[src/rtl/bob_ring.sv]
// Branch ordering buffer: in-order ring of DEPTH recovery checkpoints with alloc/retire/flush.
// Optional mispredict rewind to a tag is compiled in with `define BOB_SQUASH_EN.
module bob_ring #(
    parameter int DATAW    = 93,
    parameter int DEPTH    = 16,
    parameter int LOGDEPTH = 4
) (
    input  logic                clock,
    input  logic                reset,
    input  logic                flush,
    input  logic                alloc_vld_i,
    input  logic [DATAW-1:0]    alloc_data_i,
    output logic                alloc_rdy_o,
    output logic [LOGDEPTH-1:0] alloc_tag_o,
    input  logic                retire_i,
    output logic                head_vld_o,
    output logic [DATAW-1:0]    head_data_o,
    output logic [LOGDEPTH-1:0] head_tag_o,
    output logic [LOGDEPTH:0]   count_o,
    output logic                full_o,
    output logic                empty_o,
    output logic                err_o
`ifdef BOB_SQUASH_EN
    ,
    input  logic                squash_i,
    input  logic [LOGDEPTH-1:0] squash_tag_i
`endif
);

    localparam int PTR_W = LOGDEPTH + 1;

    logic [DATAW-1:0]    mem [DEPTH];
    logic [PTR_W-1:0]    head_q, tail_q, head_n, tail_n;
    logic                err_q, err_n;
    logic [LOGDEPTH-1:0] head_idx, tail_idx;
    logic [PTR_W-1:0]    count;
    logic                full, empty;
    logic                push_ok, push_err, pop_ok, pop_err, wr_en;
    logic                sq_hit, sq_err;
    logic [PTR_W-1:0]    sq_tail;

    assign head_idx = head_q[LOGDEPTH-1:0];
    assign tail_idx = tail_q[LOGDEPTH-1:0];
    assign count    = tail_q - head_q;
    assign full     = (head_idx == tail_idx) && (head_q[LOGDEPTH] != tail_q[LOGDEPTH]);
    assign empty    = (head_q == tail_q);

    // Handshake: a push transfers when alloc_vld_i && alloc_rdy_o at the rising edge;
    // alloc_rdy_o comes from registered state only, so it never depends on retire_i.
    assign push_ok  = alloc_vld_i && !full;
    assign push_err = alloc_vld_i && full;
    assign pop_ok   = retire_i && !empty;
    assign pop_err  = retire_i && empty;

`ifdef BOB_SQUASH_EN
    logic [LOGDEPTH-1:0] sq_off;
    // Distance of the squashed tag from head; it is live only if it falls below count.
    assign sq_off  = squash_tag_i - head_idx;
    assign sq_hit  = squash_i && !empty && ({1'b0, sq_off} < count);
    assign sq_err  = squash_i && !sq_hit;
    assign sq_tail = head_q + {1'b0, sq_off} + PTR_W'(1);
`else
    assign sq_hit  = 1'b0;
    assign sq_err  = 1'b0;
    assign sq_tail = tail_q;
`endif

    always_comb begin
        head_n = head_q;
        tail_n = tail_q;
        err_n  = err_q;
        wr_en  = 1'b0;
        if (flush) begin
            head_n = '0;
            tail_n = '0;
        end else begin
            if (sq_hit) begin
                tail_n = sq_tail;
            end else if (push_ok) begin
                tail_n = tail_q + PTR_W'(1);
                wr_en  = 1'b1;
            end
            if (pop_ok) begin
                head_n = head_q + PTR_W'(1);
            end
            if ((push_err && !sq_hit) || pop_err || sq_err) begin
                err_n = 1'b1;
            end
        end
    end

    always_ff @(posedge clock) begin
        if (reset) begin
            head_q <= '0;
            tail_q <= '0;
            err_q  <= 1'b0;
        end else begin
            head_q <= head_n;
            tail_q <= tail_n;
            err_q  <= err_n;
        end
    end

    // Payload array is deliberately not reset.
    always_ff @(posedge clock) begin
        if (wr_en && !reset) begin
            mem[tail_idx] <= alloc_data_i;
        end
    end

    assign alloc_rdy_o = !full;
    assign alloc_tag_o = tail_idx;
    assign head_vld_o  = !empty;
    assign head_data_o = mem[head_idx];
    assign head_tag_o  = head_idx;
    assign count_o     = count;
    assign full_o      = full;
    assign empty_o     = empty;
    assign err_o       = err_q;

endmodule

[config.mk]
export PLATFORM = sky130hd
export DESIGN_NAME = bob_ring
export DESIGN_NICKNAME = d
export VERILOG_FILES = /design/src/rtl/bob_ring.sv
export SDC_FILE = /design/constraint.sdc
export NUM_CORES = 1
export LEC_CHECK = 0
export CORE_ASPECT_RATIO = 0.5
export CORE_MARGIN = 2
export CORE_UTILIZATION = 35
export DETAILED_ROUTE_END_ITERATION = 6
export MAX_ROUTING_LAYER = met4
export PLACE_DENSITY = 0.58
export REMOVE_ABC_BUFFERS = 1
export SYNTH_ARGS = -nofsm -noshare
export SYNTH_HDL_FRONTEND = slang
export SYNTH_SLANG_ARGS = --single-unit
[constraint.sdc]
create_clock -name clock -period 8.66 [get_ports clock]
set_input_delay 2.598 -clock clock [delete_from_list [all_inputs] [get_ports clock]]
set_output_delay 2.598 -clock clock [all_outputs]
set_load 0.02 [all_outputs]
==> results by group, run 1 <==
Run status
  – Status: completed

Floorplan
  – Initial Util: 35.1%
  – Core ar.: 160000 sq um
  – I/O pin count: 209
  – Area of the die: 164000 sq um
  – # rows: 104
  – Chip Width: 572 um
  – DIE HEIGHT: 288 um

Clock tree
  – H-tree levels: 4
  – Clock Path Buffers: 3
  – Setup bufs post-CTS: 0
  – Number of CTS-inserted buffers: 141
  – Root buf cell: clkbuf_16
  – PostCTS Resize Cnt: 0
  – Clk Latency, worst-skew pair: 750 ps
  – Cts hold-fix bufs: 0
  – Clock Sinks: 1503
  – CTS clk-pin slew, worst paths: 70 ps
  – CTS tree: yes

Timing
  – Max_slew headroom: 25.5%
  – Final Max Slew Viols: 0
  – Final Hold Vio Count: 0
  – Final Cycle Share: 75.4%
  – Minimum clock period: 6530 ps
  – Final setup viols: 0
  – Unrepaired setup endpoints after global routing: false
  – Worst-margin pin slew: 1120 ps
  – Final WS setup: 2130 ps
  – Max Freq: 153 MHz
  – Skew final: 19.6 ps
  – Setup TNS: 0 ps

Critical path
  – Slowest-stage cell, CP: dfxtp_4
  – Crit path max-delay family: buffers and inverters
  – Critical path endpoint category: output pin
  – Max stage delay on crit path: 920 ps
  – Worst-case reg-to-reg path depth: 7
  – Worst EP arrival: 3930 ps
  – CP Launch Type: flip-flop
  – Reg-to-Reg Start: sq_tail[0]$_SDFFE_PP0P_
  – Critical path buffers and inverters: 2
  – Crit path depth: 5
  – WP data required: 6060 ps
  – End point of the critical path: head_data_o[10]
  – CP cell instances: buf_12 -> mux4_2 -> a22oi_1 -> nand2_1 -> clkdlybuf4s50_1
  – Crit Reg-Reg Endpoint: mem[14][30]$_DFFE_PP_
  – R2r setup slk: 4600 ps
  – Crit Path Max Fanout: 66
  – WS Path Type: reg2out

Routing
  – DR vias: 25637
  – Met1 Wirelength: 55200 um
  – Routed Antenna Nets: 0
  – Metal3 WL: 6630 um
  – Vias per cell: 5.18
  – Top Layer Used: met4
  – DRT iter0 DRCs: 2483
  – Met2 wire length: 65400 um
  – TritonRoute pass-1 iters: 5
  – DR WL/cell: 26.1 um
  – Drt total wl: 129000 um
  – # DRC: 0

GRT
  – Largest net degree at the start of global routing: 94
  – Global-route wire length before repair: 188000 um
  – Vias in the first global route: 27275
  – Global route overflow: 0
  – Total GRT Usage: 16.2%
  – Initial antenna violation count: 9

Placed design
  – Placed cell areas: 61400 sq um
  – GP Congestion: 0.716
  – Pre-CTS worst setup slack: 2370 ps
  – Inst Count DP: 4689
  – PortBufs: 208
  – DPL Wire Length: 65700 um

Final layout
  – Layout Area Growth over Synthesis: 16.5%
  – Final Util: 40.9%
  – Finished Cell Area: 65700 sq um
  – Final std cells w/o fill: 4948
  – Final #Nets: 2767
  – Share of cells above drive strength 1: 23.0%

Pwr
  – Peak VDD IR: 0.147 mV
  – Pwr/cell area: 217 nW/um^2
  – Leak: 19.5 nW

Logic synthesis
  – Synth cell types: 33
  – Post-Synthesis Cells: 2386
  – Syn avg cell area: 23.6 sq um
  – Flops & latches, synth: 1503
  – Synth area leader: edfxtp_1
  – Most frequent cell after synthesis: edfxtp_1
  – Cell Area, Synth: 56400 sq um
  – Async set or reset register ratio after synthesis: 0%
  – Yosys warns: 0
  – Post-synth EDFFs: 1488
  – Synth Flop Type: edfxtp_1
  – Synth area leaders: edfxtp_1 79%, mux4_2 15%, a22oi_1 2.5%, nand2_1 0.67%, dfxtp_1 0.53%
  – Yosys top cell area share: 79.3%
  – Post-synth top cells: 1488 x edfxtp_1, 372 x mux4_2, 187 x a22oi_1, 101 x nand2_1, 63 x clkbuf_1
  – Seq/Total Area, Yosys: 79.8%

Run
  – Max_cap viols: 0

Min path
  – HP Class: reg2reg
==> registers in the layout, summed over array words and instances (netlist names), named ones only <==
register / cells
err_o: 1
sq_tail: 5
mem: 1488
head_q: 5
==> layout by cell type, fill, tap and decap left out, types with 24 or more instances in the layout <==
cell type	synthesis	routed
a22oi_1	187	187
buf_12	0	24
buf_4	8	30
clkbuf_1	63	34
clkbuf_16	0	145
clkdlybuf4s50_1	0	208
clkinv_1	0	28
edfxtp_1	1488	1488
mux4_2	372	372
nand2_1	101	101
==> worst reg2reg max path: stages (launching register included) <==
cell     delay, ps
dfxtp_1        440
inv_1          160
ha_1           350
and4_1         290
a21oi_1        320
nand3_1        390
nor2_4         970
buf_4          700
==> routing by layer <==
layer | global-route usage [%] | vias up
met5 | - | -
met4 | 4.09 | 0
met3 | 2.48 | 153
met2 | 26.1 | 672
met1 | 21.6 | 14026
li1 | - | 10786
==> cells by family (layout without fill, tap and decap cells) <==
logic type      Yosys count  after routing  synth area share (%)
flops                  1503           1503                  79.8
mux                     374            374                  14.9
compound gates          203            203                  2.66
simple gates            143            143                  1.02
buf+inv                 142            520                  1.23
xor+xnor                 11             11                 0.171
fa+ha+maj                10             10                 0.235
other cells               0             11                     0
==> worst min-delay path by stage <==
stage                            start                       to  slack [ps]  cells after the start
2_1_floorplan  sq_tail[4]$_SDFFE_PP0P_  sq_tail[4]$_SDFFE_PP0P_         540                      2
3_3_place_gp        err_o$_SDFFE_PP0P_       err_o$_SDFFE_PP0P_         490                      2
3_5_place_dp        err_o$_SDFFE_PP0P_       err_o$_SDFFE_PP0P_         470                      2
4_1_cts             err_o$_SDFFE_PP0P_       err_o$_SDFFE_PP0P_         480                      2
5_1_grt             err_o$_SDFFE_PP0P_       err_o$_SDFFE_PP0P_         540                      2
6_report            err_o$_SDFFE_PP0P_       err_o$_SDFFE_PP0P_         490                      2
==> layout make-up <==
type	instances	area, sq um
antenna	11	27.5
clock buffer	179	3760
clock inverter	69	541
fill	13836	94700
inverter	10	37.5
multi-input combinational	741	10800
sequential	1503	45000
tap	2173	2720
timing repair buffer	262	2790
==> through the flow <==
stage,hold slack [ps],total power (W)
final,486,0.0142
after global routing,538,0.0147
after CTS,483,0.0144
after detailed placement,466,0.00854
after global placement,492,0.00853
after floorplan,543,0.00838
==> report_power, final <==
group          internal [W]  switching (W)  total, W  leakage (nW)
logic              0.000148       0.000209  0.000357          3.90
registers           0.00801     0.00000773   0.00802          13.5
clock network       0.00321        0.00264   0.00585          2.10
Note: power is estimated with default switching activity, not from simulation.
==> inputs of run 2 (changes only) <==
==> constraint.sdc (replaced) <==
create_clock -name clock -period 6.6 [get_ports clock]
set_input_delay 1.98 -clock clock [delete_from_list [all_inputs] [get_ports clock]]
set_output_delay 1.98 -clock clock [all_outputs]
set_load 0.02 [all_outputs]
==> results by group, run 2 (synthesis results as in run 1) <==
Pwr
  – Switching share of total power: 19.8%
  – Pwr/cell area: 282 nW/um^2
  – Total power: 0.0186 W
  – Combinational share of power: 2.5%
  – Sequential fraction of design power: 56.5%
  – Internal Pwr Total: 0.0149 W
  – NetSw: 0.00368 W
  – Peak VDD IR: 0.284 mV
  – Clk network pwr share: 40.9%
  – Leak: 19.7 nW

Routing
  – DR WL/cell: 26.0 um
  – DRT iter0 DRCs: 2493
  – Drt total wl: 129000 um
  – TritonRoute pass-1 iters: 7
  – # DRC: 0
  – DR vias: 25652
  – Routed Antenna Nets: 0
  – Vias per cell: 5.16

Run status
  – Status: completed

Clock tree
  – Clk Latency, worst-skew pair: 760 ps
  – H-tree levels: 4
  – PostCTS Resize Cnt: 0
  – Root buf cell: clkbuf_16
  – Number of CTS-inserted buffers: 139
  – Setup bufs post-CTS: 0
  – CTS clk-pin slew, worst paths: 60 ps
  – Clock Path Buffers: 3
  – Cts hold-fix bufs: 0
  – Clock Sinks: 1503
  – CTS tree: yes

Timing
  – Final setup viols: 0
  – Max Freq: 177 MHz
  – Worst-margin pin slew: 889 ps
  – Skew final: 25.5 ps
  – Final Hold Vio Count: 0
  – Unrepaired setup endpoints after global routing: false
  – Max_slew headroom: 40.7%
  – Final Max Slew Viols: 0
  – Final Cycle Share: 85.4%
  – Minimum clock period: 5640 ps

Critical path
  – WP data required: 4620 ps
  – Crit Reg-Reg Endpoint: mem[10][48]$_DFFE_PP_
  – Crit Path Max Fanout: 28
  – Max stage delay on crit path: 760 ps
  – Slowest-stage cell, CP: dfxtp_4
  – WS Path Type: reg2out
  – R2r setup slk: 3080 ps
  – Worst-case reg-to-reg path depth: 6
  – Reg-to-Reg Start: sq_tail[2]$_SDFFE_PP0P_
  – Critical path endpoint category: output pin
  – Worst EP arrival: 3660 ps
  – CP cell instances: buf_4 -> mux4_2 -> a22oi_1 -> nand2_1 -> clkdlybuf4s50_1
  – CP Launch Type: flip-flop

Placed design
  – DPL Wire Length: 66900 um
  – PortBufs: 208
  – GP Congestion: 0.720
  – Inst Count DP: 4712

GRT
  – Vias in the first global route: 27294
  – Global-route wire length before repair: 186000 um
  – Total GRT Usage: 16.1%
  – Global route overflow: 0
  – Initial antenna violation count: 13
  – Largest net degree at the start of global routing: 94

Final layout
  – Multi-input logic area: 10800 sq um
  – Commonest non-fill, non-tap cell in the layout: edfxtp_1
  – Largest Register: mem
  – Layout Area Growth over Synthesis: 17.1%
  – Fill count: 13837
  – Share of cells above drive strength 1: 23.9%
  – Final #Nets: 2788
  – Most frequent cells in the layout: 1488 x edfxtp_1, 372 x mux4_2, 208 x clkdlybuf4s50_1, 187 x a22oi_1, 148 x clkbuf_16
  – Max FFs per register: 1488
  – FF+latch area: 45000 sq um
  – Final std cells w/o fill: 4968

Floorplan
  – DIE HEIGHT: 288 um
  – Initial Util: 35.1%
  – Chip Width: 572 um
  – # rows: 104
  – Core ar.: 160000 sq um
  – I/O pin count: 209
  – Area of the die: 164000 sq um

Min path
  – Hold path endpoint: err_o$_SDFFE_PP0P_
  – Hold Path Depth: 2
  – HP Class: reg2reg
  – Hold_sp: err_o$_SDFFE_PP0P_

Run
  – Max_cap viols: 0
==> run 2: changes by cell type in the layout (fill, tap and decap cells not counted) <==
cell	before	now
clkinv_1	28	20
clkinvlp_4	2	4
clkbuf_16	145	148
inv_6	3	6
buf_12	24	38
clkinv_8	6	1
inv_8	2	1
inv_16	2	0
clkbuf_1	34	32
clkinv_2	21	29
buf_4	30	39
bufinv_16	4	3
==> run 2: how the worst max path moves through the flow <==
| stage | startpoint | end | slack [ps] | depth (start not counted) |
|---|---|---|---|---|
| after floorplan | flip-flop | head_data_o[0] | -11920 | 3 |
| after global placement | reset | mem[10][32]$_DFFE_PP_ | 1510 | 6 |
| after detailed placement | reset | mem[10][15]$_DFFE_PP_ | 1470 | 6 |
| after CTS | flip-flop | head_data_o[90] | 790 | 5 |
| after global routing | flip-flop | head_data_o[80] | 740 | 5 |
| final | flip-flop | head_data_o[47] | 960 | 5 |
==> run 2: worst max-delay path, delay by kind of cell (launching register included) <==
kind / cells / cell delay (ps)
buffers and inverters: 2 / 1120
flip-flops: 1 / 760
multiplexers: 1 / 570
AO/OA/AOI/OAI: 1 / 300
AND/OR/NAND/NOR: 1 / 110
==> run 2: final cells by class <==
type | count | share of cell area, %
inverters | 10 | 0.0569
flip-flops and latches | 1503 | 68.2
clock inverters | 65 | 0.650
repair buffers | 285 | 4.75
multi-input cells | 741 | 16.4
diodes | 11 | 0.0417
well taps | 2173 | 4.12
clock buffers | 180 | 5.79
==> run 2: power groups by stage <==
stage / Sequential [W] / Combinational [W] / Clock [W]
floorplan: 0.0108 / 0.000238 / 0
global placement: 0.0107 / 0.000462 / 0
detailed placement: 0.0107 / 0.000476 / 0
CTS: 0.0105 / 0.000477 / 0.00779
global route: 0.0105 / 0.000507 / 0.00816
finish: 0.0105 / 0.000468 / 0.00762
==> run 2: through the flow <==
step | hold WS, ps | area [sq um] | utilization, % | worst slack, ps | TNS [ps]
6_report | 484 | 66000 | 41.1 | 963 | 0
5_1_grt | 522 | 66000 | 41.1 | 736 | 0
4_1_cts | 484 | 66000 | 41.1 | 795 | 0
3_5_place_dp | 463 | 61700 | 38.5 | 1470 | 0
3_3_place_gp | 480 | 61700 | 38.5 | 1510 | 0
2_1_floorplan | 543 | 55700 | - | -11920 | -2016740
==> run 2: metal layers <==
metal  track usage (%)  part of all wire, %  vias up
met3              2.42                  4.9      145
li1                  -                    -    10823
met1              21.2                   43    14032
met2              25.7                   50      652
met5                 -                    0        -
met4              5.55                  2.2        0
